===== src/rtl/add_pipe_if.sv =====
// rtl/add_pipe_if.sv - valid/ready stream bundle for the pipelined adder
// Purpose: groups the operand stream into the adder and the result stream out of it.
// Signals:
//   in_valid, in_ready, a, b, cin      operand stream (producer -> adder)
//   out_valid, out_ready, sum, cout    result stream (adder -> consumer)
//   ovf                                signed overflow, present only with ADD_PIPE_OVF_EN
// Modports: slave = adder side, master = environment (producer + consumer) side.
interface add_pipe_if #(
   parameter int WIDTH = 8
);
   logic             in_valid;
   logic             in_ready;
   logic [WIDTH-1:0] a;
   logic [WIDTH-1:0] b;
   logic             cin;
   logic             out_valid;
   logic             out_ready;
   logic [WIDTH-1:0] sum;
   logic             cout;
`ifdef ADD_PIPE_OVF_EN
   logic             ovf;
`endif

   modport slave (
      input  in_valid, a, b, cin, out_ready,
      output in_ready, out_valid, sum, cout
`ifdef ADD_PIPE_OVF_EN
      , output ovf
`endif
   );

   modport master (
      output in_valid, a, b, cin, out_ready,
      input  in_ready, out_valid, sum, cout
`ifdef ADD_PIPE_OVF_EN
      , input ovf
`endif
   );
endinterface


===== src/rtl/add_pipe.sv =====
// rtl/add_pipe.sv - pipelined, handshaked carry-chain adder
// Purpose: sum = a + b + cin (mod 2^WIDTH) computed over STAGES register stages,
//   one CHUNK = WIDTH/STAGES slice per stage; latency STAGES, throughput 1/cycle.
// Parameters: WIDTH (>= 1), STAGES (WIDTH % STAGES == 0).
// Ports:
//   clk   rising-edge clock
//   rst   asynchronous active-high reset
//   bus   add_pipe_if.slave: in_valid/in_ready/a/b/cin in, out_valid/out_ready/sum/cout out
// Option macro ADD_PIPE_OVF_EN: adds the registered signed-overflow output bus.ovf.
module add_pipe #(
   parameter int WIDTH  = 8,
   parameter int STAGES = 2
) (
   input logic       clk,
   input logic       rst,
   add_pipe_if.slave bus
);
   localparam int CHUNK = WIDTH / STAGES;

   if (WIDTH < 1 || STAGES < 1 || (WIDTH % STAGES) != 0) begin : g_param_check
      $error("add_pipe: WIDTH must be >= 1 and an exact multiple of STAGES");
   end

   // Per-stage state: valid, carry out of this stage's chunk, sum so far, and the
   // operands carried forward so later stages can reach their chunks.
   logic             vld     [STAGES];
   logic             carry   [STAGES];
   logic [WIDTH-1:0] sum_r   [STAGES];
   logic [WIDTH-1:0] a_r     [STAGES];
   logic [WIDTH-1:0] b_r     [STAGES];

   logic             vld_n   [STAGES];
   logic             carry_n [STAGES];
   logic [WIDTH-1:0] sum_n   [STAGES];
   logic [WIDTH-1:0] a_n     [STAGES];
   logic [WIDTH-1:0] b_n     [STAGES];
   logic [CHUNK:0]   part_n  [STAGES];
   logic             adv;

   function automatic logic [CHUNK:0] add_chunk(input logic [WIDTH-1:0] x,
                                                input logic [WIDTH-1:0] y,
                                                input logic             c,
                                                input int               k);
      return {1'b0, x[k*CHUNK +: CHUNK]} + {1'b0, y[k*CHUNK +: CHUNK]} + {{CHUNK{1'b0}}, c};
   endfunction

   // The whole pipe moves as one: it only stalls when a finished result is blocked.
   assign adv          = !vld[STAGES-1] || bus.out_ready;
   assign bus.in_ready = adv;

   always_comb begin
      vld_n[0]   = bus.in_valid;
      a_n[0]     = bus.a;
      b_n[0]     = bus.b;
      part_n[0]  = add_chunk(bus.a, bus.b, bus.cin, 0);
      sum_n[0]   = '0;
      sum_n[0][0 +: CHUNK] = part_n[0][CHUNK-1:0];
      carry_n[0] = part_n[0][CHUNK];
      for (int k = 1; k < STAGES; k++) begin
         vld_n[k]   = vld[k-1];
         a_n[k]     = a_r[k-1];
         b_n[k]     = b_r[k-1];
         part_n[k]  = add_chunk(a_r[k-1], b_r[k-1], carry[k-1], k);
         sum_n[k]   = sum_r[k-1];
         sum_n[k][k*CHUNK +: CHUNK] = part_n[k][CHUNK-1:0];
         carry_n[k] = part_n[k][CHUNK];
      end
   end

`ifdef ADD_PIPE_OVF_EN
   logic ovf_r;
   logic ovf_n;
   // a ^ b ^ sum at the MSB recovers the carry into the MSB; xor with cout gives overflow.
   always_comb begin
      ovf_n = a_n[STAGES-1][WIDTH-1] ^ b_n[STAGES-1][WIDTH-1]
            ^ sum_n[STAGES-1][WIDTH-1] ^ carry_n[STAGES-1];
   end
   assign bus.ovf = ovf_r;
`endif

   always_ff @(posedge clk or posedge rst) begin
      if (rst) begin
         for (int k = 0; k < STAGES; k++) begin
            vld[k]   <= 1'b0;
            carry[k] <= 1'b0;
            sum_r[k] <= '0;
            a_r[k]   <= '0;
            b_r[k]   <= '0;
         end
`ifdef ADD_PIPE_OVF_EN
         ovf_r <= 1'b0;
`endif
      end else if (adv) begin
         for (int k = 0; k < STAGES; k++) begin
            vld[k]   <= vld_n[k];
            carry[k] <= carry_n[k];
            sum_r[k] <= sum_n[k];
            a_r[k]   <= a_n[k];
            b_r[k]   <= b_n[k];
         end
`ifdef ADD_PIPE_OVF_EN
         ovf_r <= ovf_n;
`endif
      end
   end

   assign bus.out_valid = vld[STAGES-1];
   assign bus.sum       = sum_r[STAGES-1];
   assign bus.cout      = carry[STAGES-1];
endmodule


===== src/flat_wrapper.sv =====
// flat-port wrapper written by rule: the top's interface ports become plain ports
module add_pipe_flat 
#(
   parameter int WIDTH  = 8,
   parameter int STAGES = 2
)
  (clk, rst, bus_in_valid, bus_a, bus_b, bus_cin, bus_out_ready, bus_in_ready, bus_out_valid, bus_sum, bus_cout);
  add_pipe_if #(.WIDTH(WIDTH)) bus_i ();
  input logic clk;
  input logic rst;
  input wire logic [$bits(bus_i.in_valid)-1:0] bus_in_valid;
  input wire logic [$bits(bus_i.a)-1:0] bus_a;
  input wire logic [$bits(bus_i.b)-1:0] bus_b;
  input wire logic [$bits(bus_i.cin)-1:0] bus_cin;
  input wire logic [$bits(bus_i.out_ready)-1:0] bus_out_ready;
  output wire logic [$bits(bus_i.in_ready)-1:0] bus_in_ready;
  output wire logic [$bits(bus_i.out_valid)-1:0] bus_out_valid;
  output wire logic [$bits(bus_i.sum)-1:0] bus_sum;
  output wire logic [$bits(bus_i.cout)-1:0] bus_cout;
  assign bus_i.in_valid = bus_in_valid;
  assign bus_i.a = bus_a;
  assign bus_i.b = bus_b;
  assign bus_i.cin = bus_cin;
  assign bus_i.out_ready = bus_out_ready;
  assign bus_in_ready = bus_i.in_ready;
  assign bus_out_valid = bus_i.out_valid;
  assign bus_sum = bus_i.sum;
  assign bus_cout = bus_i.cout;
  add_pipe #(.WIDTH(WIDTH), .STAGES(STAGES)) u_core (.clk(clk), .rst(rst), .bus(bus_i));
endmodule

===== config.mk =====
export PLATFORM = sky130hd
export DESIGN_NAME = add_pipe_flat
export DESIGN_NICKNAME = d
export VERILOG_FILES = /design/src/rtl/add_pipe_if.sv /design/src/rtl/add_pipe.sv /design/src/flat_wrapper.sv
export SDC_FILE = /design/constraint.sdc
export NUM_CORES = 1
export LEC_CHECK = 0
export CAP_MARGIN = 0
export CORE_MARGIN = 4
export CORE_UTILIZATION = 47
export CTS_CLUSTER_DIAMETER = 150
export CTS_CLUSTER_SIZE = 14
export DETAILED_ROUTE_END_ITERATION = 16
export HOLD_SLACK_MARGIN = 0.06
export PLACE_DENSITY = 0.78
export RECOVER_POWER = 25
export REMOVE_ABC_BUFFERS = 1
export SETUP_SLACK_MARGIN = 0.3
export SYNTH_ARGS = -nofsm -noshare
export SYNTH_HDL_FRONTEND = slang
export SYNTH_SLANG_ARGS = --single-unit

===== constraint.sdc =====
create_clock -name clk -period 1.7 [get_ports clk]
set_clock_uncertainty 0.05 [all_clocks]
set_input_delay 0.34 -clock clk [delete_from_list [all_inputs] [get_ports clk]]
set_output_delay 0.34 -clock clk [all_outputs]
set_load 0.01 [all_outputs]

After elaboration in Yosys (flattened, before gate mapping)
Cells that the tools add are included.

word-level totals
  output and inout bits = 11
  register bits after elaboration = 32
  bits of input ports = 21
  word-level logic and storage cells = 14

cells by class
  reduce and logical (&&, ||, !) cells = 2
  add/subtract/negate cells = 4

operators with widths
  kind                                    number
  4-bit by 4-bit adder with 5-bit output  2
  5-bit by 1-bit adder with 5-bit output  2
  1-bit zero test                         1
  1-bit logical OR                        1

Longest topological paths before layout
Gate-level depths: netlist (run 1).

  depth in word-level cells = 2
  depth in mapped cells = 6
  mapped depth without buffers = 6

Worst setup path before layout (run 1)
Ideal clock, no wire load.

  path type = register -> register
  start point = register u_core.b_r, in the netlist u_core.b_n[4]
  end point = register u_core.sum_r, in the netlist u_core.bus.sum[5]
  buffers on the path = 0
  setup time = 73 ps
  stages on the path, launching flop included = 5
  data arrival time = 1399 ps
  clock period less this slack = 1522 ps
  required time = 1577 ps
  slack = 178 ps
  cell sequence = dfrtp_1 > fa_1 > inv_1 > fa_1 > a21oi_2

between the ends
  cells in the longest elaborated chain, start to end = 2

RTL lines
  item                                    RTL line        source
  from (decl)                             add_pipe.sv:30  logic [WIDTH-1:0] b_r [STAGES];
  from (signal, indexed assignment)       add_pipe.sv:99  b_r[k] <= b_n[k];
  4-bit by 4-bit adder with 5-bit output  add_pipe.sv:44  return {1'b0, x[k*CHUNK +: CHUNK]} + {1'b0, y[k*CHUNK +: CHUNK]} + {{CHUNK{1'b0}}, c};
  5-bit by 1-bit adder with 5-bit output  add_pipe.sv:44
  to (signal, indexed assignment)         add_pipe.sv:97  sum_r[k] <= sum_n[k];
  to (decl)                               add_pipe.sv:28  logic [WIDTH-1:0] sum_r [STAGES];

No other way between the ends.
A chain may end at the register's enable or synchronous reset.

Worst setup path after layout (run 1)
  start point = register u_core.a_r, in the netlist u_core.a_n[4]
  end point = register u_core.sum_r, in the netlist u_core.bus.sum[7]

between the ends
  cells in the longest elaborated chain, start to end = 2

RTL lines
  item                                    RTL line        source
  from (decl)                             add_pipe.sv:29  logic [WIDTH-1:0] a_r [STAGES];
  from (signal, indexed assignment)       add_pipe.sv:98  a_r[k] <= a_n[k];
  4-bit by 4-bit adder with 5-bit output  add_pipe.sv:44
  5-bit by 1-bit adder with 5-bit output  add_pipe.sv:44

No other way between the ends.

==> results of run 1 <==
## metrics by stage
step           setup TNS, ns  hold WS (ns)
2_1_floorplan              0        0.3046
3_3_place_gp          -1.108        0.3918
3_5_place_dp          -1.308        0.4072
4_1_cts                    0        0.3119
5_1_grt                    0        0.4607
6_report                   0        0.4341
## placed cells by master (no fill, tap or decap), drive strengths merged
cell type,n
dlygate4sd3,1
dlygate4sd2,5
inv,9
nand2b,1
nand2,44
fa,4
a21o,2
nor2,7
clkbuf,6
clkdlybuf4s15,11
a21oi,7
o21ai,8
xor2,3
ha,6
buf,5
dfrtp,24
clkdlybuf4s50,13
nor2b,3
## final cells by class
type                    instances  area (µm²)
clock buffers                   4       36.28
fillers                       211       868.3
inverters                       9       36.28
multi-input cells              85       534.3
flip-flops and latches         24       600.6
well taps                      30       37.54
repair buffers                 37       341.6
## worst max-delay path, delay by kind of cell, from the launching register on
family | cells | cell delay (ns)
xor+xnor | 1 | 0.15
flops | 1 | 0.42
compound gates | 3 | 0.42
fa+ha+maj | 1 | 0.40
## cells by family (layout without fill, tap and decap cells)
| family | after synthesis | after routing |
|---|---|---|
| XOR/XNOR | 3 | 3 |
| buffers and inverters | 13 | 50 |
| adder cells (fa/ha/maj) | 10 | 10 |
| flip-flops | 24 | 24 |
| AND/OR/NAND/NOR | 55 | 55 |
| AO/OA/AOI/OAI | 17 | 17 |
## sequential cells by signal, indices dropped and copies added, names as in the netlist
register,flops
u_core.a_n,4
u_core.b_n,4
u_core.bus.cout,1
u_core.bus.out_valid,1
u_core.bus.sum,8
u_core.carry,1
u_core.sum_n,4
u_core.vld,1
## power by group through the flow
stage	sequential, mW	combinational (mW)	clock [mW]
2_1_floorplan	0.814	0.265	0
3_3_place_gp	0.778	0.564	0
3_5_place_dp	0.787	0.584	0
4_1_cts	0.771	0.550	0.302
5_1_grt	0.789	0.641	0.326
6_report	0.771	0.574	0.297
## path summary, 6_finish.rpt
| kind | slack [ns] | cells past startpoint | endpoint | from |
|---|---|---|---|---|
| worst max-delay path | 0.16 | 5 | u_core.bus.sum[7]$_DFFE_PP0P_ | u_core.a_n[4]$_DFFE_PP0P_ |
| worst min-delay path | 0.43 | 1 | u_core.bus.out_valid$_DFFE_PP0P_ | u_core.vld[1]$_DFFE_PP0P_ |
| worst max register to register | 0.16 | 5 | u_core.bus.sum[7]$_DFFE_PP0P_ | u_core.a_n[4]$_DFFE_PP0P_ |
| worst min register to register | 0.43 | 1 | u_core.bus.out_valid$_DFFE_PP0P_ | u_core.vld[1]$_DFFE_PP0P_ |
| max in group asynchronous | 0.68 | 3 | u_core.vld[1]$_DFFE_PP0P_ | rst |
| min in group asynchronous | 0.54 | 3 | u_core.a_n[7]$_DFFE_PP0P_ | rst |
## routing by layer
metal / vias to the layer above / part of all wire / global-route usage
met3: 4 / 0.058 / 0.01754
met5: - / 0 / 0
met4: 0 / 0.016 / 0.06954
li1: 454 / - / -
met2: 25 / 0.52 / 0.2584
met1: 427 / 0.41 / 0.1683
## repair_timing
action,in CTS,in global routing
pin swaps,11,6
buffers inserted,1,2
gates resized for setup,29,11
setup endpoints to repair,19,15
==> impl_metrics.json, run 1 <==
{
  "finish.cell_count_without_fillers": 189,
  "firstDrtPassIters": 2,
  "leakagePower_nw": 0.7912,
  "design_power_total_mw": 1.642,
  "timing.fmax_mhz": 650.9,
  "yosys-top-cells-count": "nand2_1, dfrtp_1, inv_1",
  "yosys_warnings": 0,
  "layout-area-overhead-vs-synth_pct": 32.22,
  "synth_simple_gate_area_share": 0.1867,
  "post_synthesis_share_of_cell_area_spent_on_full_adders_half_adders_and_majority_gates": 0.1293,
  "critPathCaptureType": "flop",
  "crit_path_cell_chain": "fa_2 -> a21o_1 -> a21oi_2 -> xor2_1 -> o21ai_1",
  "relative_slew_margins": 0.6162,
  "die_height_um": 58.53,
  "grt_overflow_total": 0,
  "worst_slack_ns": 0.1636,
  "tightestPinTransition_ns": 0.5757,
  "placement.cell_area_um2": 1529,
  "finalWorstPathRequiredPeriod_ns": 1.536,
  "global_route.usage.total": 0.1438,
  "boundaryPins": 32,
  "number_of_global_route_vias_before_repair": 924,
  "num_rows": 18,
  "ctsRootBufferMaster": "clkbuf_4",
  "clock_tree.buffer_depth": 2,
  "dp.cells": 182,
  "clock_sinks": 24,
  "diodes": 0,
  "pin_count_of_the_biggest_net_entering_global_routing": 28,
  "h-tree-depth": 1,
  "dieArea_um2": 3425,
  "largest_family_of_logic_cells_by_synthesized_area": "simple AND/OR/NAND/NOR gates",
  "num-nets-final": 191,
  "syn_area_per_cell_um2": 9.835,
  "routed_wl_mm": 2.200,
  "final_design_area_no_fill_um2": 1587,
  "cts_tree": "done",
  "cts.hold.buffers_added": 0,
  "synth.mux.area_fraction": 0,
  "drc": 0,
  "most_repeated_cell_in_the_gate_level_netlist_after_synthesis": "nand2_1",
  "switching_portion_of_total_power": 0.3106,
  "run_status": "completed",
  "yosys-top-cells-area": "dfrtp_1, nand2_1, fa_1",
  "drt_iter0_markers": 17,
  "layout.core_utilization": 0.6463,
  "sequential_to_total_area_share_from_yosys_stat": 0.5005,
  "synth.cell_area_um2": 1200,
  "power_frac_seq": 0.470,
  "cts_inserted_buffers": 3,
  "dp_slack_ns": -0.2920,
  "vias": 910,
  "postSynth.topFlopCell": "dfrtp_1",
  "max-cap-violations": 0,
  "setup_violations": 0,
  "fp.dieW_um": 58.53,
  "crit_path_max_incr_delay_ns": 0.42,
  "synth_top_cell_by_area": "dfrtp_1",
  "cellInternalPower_mw": 1.132,
  "crit_slowest_cell": "dfrtp_1",
  "portBuffers": 31,
  "critPathLaunchType": "flop",
  "power.combinational.fraction": 0.349,
  "syn-instance-count": 122,
  "total_switching_power_mw": 0.5101,
  "initial_core_util": 0.4888,
  "critical_path_peak_fanout": 2,
  "ys_types": 19,
  "detailed_place_hpwl_mm": 1.747,
  "final.period_utilization": 0.9037,
  "drive_gt1_frac": 0.1698,
  "worstPathArrival_ns": 1.70,
  "route.antenna.remaining_nets": 0,
  "via_density_per_instance": 4.815,
  "vdd.ir_drop.worst_v": 0.0005294,
  "final_number_of_hold_violating_endpoints": 0,
  "synth-seq-cells": 24,
  "rsz0062_at_grt": "true",
  "final_weighted_congestion_in_routability_driven_placement": 0.7403,
  "hp-class": "reg -> reg",
  "core_area_um2": 2455,
  "clkLatencyLatePin_ns": 0.31,
  "pwr_density_cell_nw_per_um2": 1035,
  "grt_first_pass_wirelength_mm": 3.767,
  "asyncSetResetFlopFracSynth": 1.000,
  "start_to_end_type_of_the_worst_setup_path": "reg -> reg",
  "cp.required_ns": 1.86,
  "power_frac_clock": 0.181,
  "synth_edf_count": 0,
  "cts.clk_slew.worst_paths_ns": 0.13,
  "yosysTopAreaCellShare": 0.5005,
  "compound_gate_portion_of_the_synthesized_area": 0.09698,
  "grt_antenna_before_repair": 0,
  "routed_wire_length_per_instance_um": 11.64,
  "synth_xor_xnor_area_share": 0.02190,
  "final_max_slew_viol_count": 0
}
(Power assumes the default switching activity.)
==> inputs of run 2 (changes only) <==
Settings changed: CTS_BUF_LIST from default to sky130_fd_sc_hd__clkbuf_16, SKIP_LAST_GASP from default to 1.
==> impl_metrics.json, run 2 (synthesis results as in run 1) <==
{
  "setup_violations": 0,
  "dieArea_um2": 3425,
  "dp.cells": 182,
  "critPathCaptureType": "flop",
  "total_switching_power_mw": 0.5331,
  "vdd.ir_drop.worst_v": 0.0006366,
  "drt_iter0_markers": 6,
  "firstDrtPassIters": 4,
  "number_of_global_route_vias_before_repair": 935,
  "final.period_utilization": 0.9054,
  "layout-area-overhead-vs-synth_pct": 34.31,
  "via_density_per_instance": 4.835,
  "cts.clk_slew.worst_paths_ns": 0.06,
  "most-common-layout-cells": "nand2_1, dfrtp_1, dlygate4sd2_1",
  "num-nets-final": 190,
  "cp.required_ns": 1.79,
  "rsz0062_at_grt": "true",
  "grt_first_pass_wirelength_mm": 4.002,
  "commonest_non_fill_non_tap_cell_in_the_layout": "nand2_1",
  "final_number_of_hold_violating_endpoints": 0,
  "cts_tree": "done",
  "start_to_end_type_of_the_worst_setup_path": "reg -> reg",
  "boundaryPins": 32,
  "grt_antenna_before_repair": 0,
  "holdPathStages": 2,
  "power_frac_clock": 0.276,
  "power_frac_seq": 0.425,
  "pin_count_of_the_biggest_net_entering_global_routing": 28,
  "worst_slack_ns": 0.1608,
  "cts_inserted_buffers": 3,
  "routed_wire_length_per_instance_um": 12.62,
  "global_route.usage.total": 0.1552,
  "detailed_place_hpwl_mm": 1.747,
  "r2r_setup_slack_ns": 0.16,
  "h-tree-depth": 1,
  "cellInternalPower_mw": 1.285,
  "hold_path_end": "u_core.bus.sum[2]$_DFFE_PP0P_",
  "finish.cell_count_without_fillers": 188,
  "timing.fmax_mhz": 649.7,
  "clock_tree.buffer_depth": 2,
  "tightestPinTransition_ns": 0.5826,
  "leakagePower_nw": 0.8176,
  "portBuffers": 31,
  "route.antenna.remaining_nets": 0,
  "worst_hold_startpoint": "u_core.bus.sum[2]$_DFFE_PP0P_",
  "pwr_density_cell_nw_per_um2": 1128,
  "largest_register_ffs": 8,
  "dp_slack_ns": -0.2920,
  "clkLatencyLatePin_ns": 0.25,
  "fin_worst_hold_slack_ns": 0.4148,
  "critPathLaunchType": "flop",
  "switching_portion_of_total_power": 0.2932,
  "drive_gt1_frac": 0.1899,
  "grt_overflow_total": 0,
  "relative_slew_margins": 0.6116,
  "drc": 0,
  "layout.core_utilization": 0.6565,
  "ctsRootBufferMaster": "clkbuf_16",
  "worstPathArrival_ns": 1.63,
  "die_height_um": 58.53,
  "critical_path_peak_fanout": 2,
  "r2r_cells": 5,
  "final_max_slew_viol_count": 0,
  "run_status": "completed",
  "final_weighted_congestion_in_routability_driven_placement": 0.7403,
  "timing.critical_path.from": "u_core.a_n[4]$_DFFE_PP0P_",
  "max-cap-violations": 0,
  "clock_sinks": 24,
  "num_rows": 18,
  "power.combinational.fraction": 0.299,
  "r2r-start": "u_core.a_n[4]$_DFFE_PP0P_",
  "finalWorstPathRequiredPeriod_ns": 1.539,
  "initial_core_util": 0.4888,
  "diodes": 0,
  "routed_wl_mm": 2.372,
  "r2r-end": "u_core.bus.sum[7]$_DFFE_PP0P_",
  "vias": 909,
  "fp.dieW_um": 58.53,
  "hp-class": "reg -> reg",
  "core_area_um2": 2455
}
[run 2: power groups by stage]
stage / Clock, mW / Combinational (mW) / Sequential (mW)
6_report: 0.502 / 0.543 / 0.773
3_3_place_gp: 0 / 0.564 / 0.778
5_1_grt: 0.540 / 0.609 / 0.790
2_1_floorplan: 0 / 0.265 / 0.814
3_5_place_dp: 0 / 0.584 / 0.787
4_1_cts: 0.511 / 0.553 / 0.774
[run 2: worst max-delay path, cell delays in order, from the launching register on]
cell and delay [ns]:
dfrtp_1 0.40, fa_2 0.40, a21o_1 0.20, a21oi_2 0.15, xor2_1 0.15, o21ai_1 0.07
[run 2: repair_timing]
| item | 4_1_cts | 5_1_grt |
|---|---|---|
| setup buffers | 1 | 1 |
| endpoints found under the setup margin | 19 | 9 |
| hold buffers | 0 | 0 |
| gates cloned | 0 | 0 |
| gates resized for setup | 37 | 4 |
| pin swaps | 12 | 10 |
| endpoints found under the hold margin | 0 | 0 |
[run 2: layer usage]
layer | share of wire | routed length [µm] | up-vias | track usage
met4 | 0.011 | 27 | 0 | 0.06954
met5 | 0 | 0 | - | 0
met3 | 0.054 | 127 | 2 | 0.01754
met2 | 0.52 | 1229 | 25 | 0.2855
met1 | 0.42 | 988 | 433 | 0.1791
li1 | - | - | 449 | -
[run 2: layout make-up]
cell class / instances / area, µm²
clock inverters: 1 / 3.754
clock buffers: 3 / 75.07
fillers: 211 / 843.3
flip-flops and latches: 24 / 600.6
inverters: 9 / 36.28
repair buffers: 36 / 311.5
multi-input cells: 85 / 546.8
well taps: 30 / 37.54
[run 2: worst max path at each step]
stage / slack, ns / to / cells after the start
after floorplan: 0.18 / u_core.bus.sum[5]$_DFFE_PP0P_ / 4
after global placement: -0.24 / u_core.sum_n[1]$_DFFE_PP0P_ / 5
after detailed placement: -0.29 / u_core.sum_n[3]$_DFFE_PP0P_ / 6
after CTS: 0.16 / u_core.bus.sum[5]$_DFFE_PP0P_ / 4
after global routing: 0.10 / u_core.bus.cout$_DFFE_PP0P_ / 6
final: 0.16 / u_core.bus.sum[7]$_DFFE_PP0P_ / 5
[run 2: metrics by stage]
step	power [mW]	instance area (µm²)	setup TNS (ns)
after floorplan	1.079	1159	0
after global placement	1.342	1529	-1.108
after detailed placement	1.371	1529	-1.308
after CTS	1.838	1613	0
after global routing	1.939	1612	0
final	1.818	1612	0
==> inputs of run 3 (changes only) <==
Settings changed: GPL_TIMING_DRIVEN from default to 0.
==> impl_metrics.json, run 3 (synthesis results as in run 1) <==
{
  "tightestPinTransition_ns": 0.8965,
  "grt_antenna_before_repair": 0,
  "worst_hold_startpoint": "u_core.bus.sum[2]$_DFFE_PP0P_",
  "hold_path_end": "u_core.bus.sum[2]$_DFFE_PP0P_",
  "global_route.usage.total": 0.1629,
  "routed_wl_mm": 2.562,
  "number_of_global_route_vias_before_repair": 1003,
  "clock_sinks": 24,
  "finalWorstPathRequiredPeriod_ns": 1.532,
  "holdPathStages": 2,
  "r2r-start": "u_core.b_n[4]$_DFFE_PP0P_",
  "route.antenna.remaining_nets": 0,
  "cts_tree": "done",
  "pin_count_of_the_biggest_net_entering_global_routing": 25,
  "cpMostUsedCell": "fa_2",
  "final_weighted_congestion_in_routability_driven_placement": 0.7271,
  "routed_wire_length_per_instance_um": 13.14,
  "commonest_non_fill_non_tap_cell_in_the_layout": "nand2_1",
  "critical_path_peak_fanout": 2,
  "die_height_um": 58.53,
  "cts.clk_slew.worst_paths_ns": 0.06,
  "pwr_density_cell_nw_per_um2": 1190,
  "rsz0062_at_grt": "true",
  "final.period_utilization": 0.9014,
  "dp_slack_ns": -0.6952,
  "vias": 968,
  "portBuffers": 31,
  "fp.dieW_um": 58.53,
  "grt_first_pass_wirelength_mm": 4.229,
  "final_max_slew_viol_count": 0,
  "footprint_of_the_flip_flops_and_latches_um2": 600.6,
  "detailed_place_hpwl_mm": 1.579,
  "max-cap-violations": 0,
  "r2r-end": "u_core.bus.sum[5]$_DFFE_PP0P_",
  "critPathLaunchType": "flop",
  "firstDrtPassIters": 5,
  "most-common-layout-cells": "nand2_1, dfrtp_1, dlygate4sd2_1",
  "multi_input_area_um2": 551.8,
  "cts.hold.buffers_added": 0,
  "critPathCaptureType": "flop",
  "cp.required_ns": 1.83,
  "drive_gt1_frac": 0.2182,
  "crit_path_cell_chain": "fa_2 -> inv_2 -> fa_2 -> a21oi_2",
  "worstPathArrival_ns": 1.67,
  "crit_path_max_incr_delay_ns": 0.43,
  "worst_slack_ns": 0.1677,
  "final.fill_count": 211,
  "initial_core_util": 0.4888,
  "timing.fmax_mhz": 652.6,
  "final_number_of_hold_violating_endpoints": 0,
  "boundaryPins": 32,
  "setup_violations": 0,
  "core_area_um2": 2455,
  "leakagePower_nw": 0.8707,
  "tns_ns": 0,
  "clock_tree.buffer_depth": 2,
  "start_to_end_type_of_the_worst_setup_path": "reg -> reg",
  "vdd.ir_drop.worst_v": 0.0008738,
  "clkLatencyLatePin_ns": 0.26,
  "grt_overflow_total": 0,
  "drc": 0,
  "run_status": "completed",
  "cts_inserted_buffers": 3,
  "r2r_setup_slack_ns": 0.17,
  "layout-area-overhead-vs-synth_pct": 41.61,
  "h-tree-depth": 1,
  "dieArea_um2": 3425,
  "largest_register_ffs": 8,
  "num_rows": 18,
  "via_density_per_instance": 4.964,
  "hp-class": "reg -> reg",
  "drt_iter0_markers": 16,
  "ctsRootBufferMaster": "clkbuf_16",
  "crit_slowest_cell": "fa_2",
  "diodes": 0,
  "r2r_cells": 4,
  "relative_slew_margins": 0.4017,
  "num-nets-final": 197
}
[run 3: area by class of cell]
cell class | count | share of cell area
Tap cell | 30 | 0.02209
Timing Repair Buffer | 40 | 0.2077
Inverter | 9 | 0.02430
Clock inverter | 1 | 0.01767
Timing Repair inverter | 2 | 0.005891
Multi-Input combinational cell | 86 | 0.3247
Sequential cell | 24 | 0.3535
Clock buffer | 3 | 0.04418
[run 3: how the worst max path moves through the flow]
stage / end / slack (ns) / cells past startpoint / start
floorplan: u_core.bus.sum[5]$_DFFE_PP0P_ / 0.18 / 4 / u_core.b_n[4]$_DFFE_PP0P_
global placement: bus_in_ready / -0.68 / 4 / bus_out_ready
detailed placement: bus_in_ready / -0.70 / 4 / bus_out_ready
CTS: bus_in_ready / 0.15 / 3 / u_core.bus.out_valid$_DFFE_PP0P_
global route: u_core.b_n[5]$_DFFE_PP0P_ / 0.07 / 5 / u_core.bus.out_valid$_DFFE_PP0P_
finish: u_core.bus.sum[5]$_DFFE_PP0P_ / 0.17 / 4 / u_core.b_n[4]$_DFFE_PP0P_
[run 3: report_power, final]
group	internal (mW)	leakage [nW]	switching, mW	total [mW]
registers	0.703	0.284	0.0664	0.769
clock network	0.468	0.0511	0.195	0.663
logic	0.294	0.535	0.295	0.589
[run 3: worst max-delay path, delay by kind of cell, from the launching register on]
kind,cells,cell delay [ns]
flip-flops,1,0.40
buffers and inverters,1,0.06
adder cells (fa/ha/maj),2,0.83
AO/OA/AOI/OAI,1,0.12
[run 3: layer usage]
layer  vias up  track usage  part of all wire  routed length [µm]
met5         -            0                 0                   0
met4         0      0.09603             0.016                  41
met3         4      0.02632             0.064                 165
met2        30       0.2648              0.52                1320
met1       466       0.2040              0.40                1035
li1        468            -                 -                   -
[run 3: what timing repair did]
| action | in CTS | in global routing |
|---|---|---|
| endpoints found under the setup margin | 35 | 8 |
| cloned | 2 | 1 |
| pin swaps | 8 | 11 |
| gates resized for setup | 36 | 11 |
| buffers inserted | 4 | 5 |
[run 3: metrics by stage]
| step | utilization | instances | area (µm²) | power, mW | hold WS, ns |
|---|---|---|---|---|---|
| finish | 0.6922 | 195 | 1699 | 2.021 | 0.4107 |
| global route | 0.6922 | 195 | 1699 | 2.142 | 0.4525 |
| CTS | 0.6702 | 189 | 1645 | 2.001 | 0.4144 |
| detailed placement | 0.6137 | 179 | 1506 | 1.354 | 0.4053 |
| global placement | 0.6137 | 179 | 1506 | 1.331 | 0.3925 |
| floorplan | - | 118 | 1159 | 1.079 | 0.3046 |
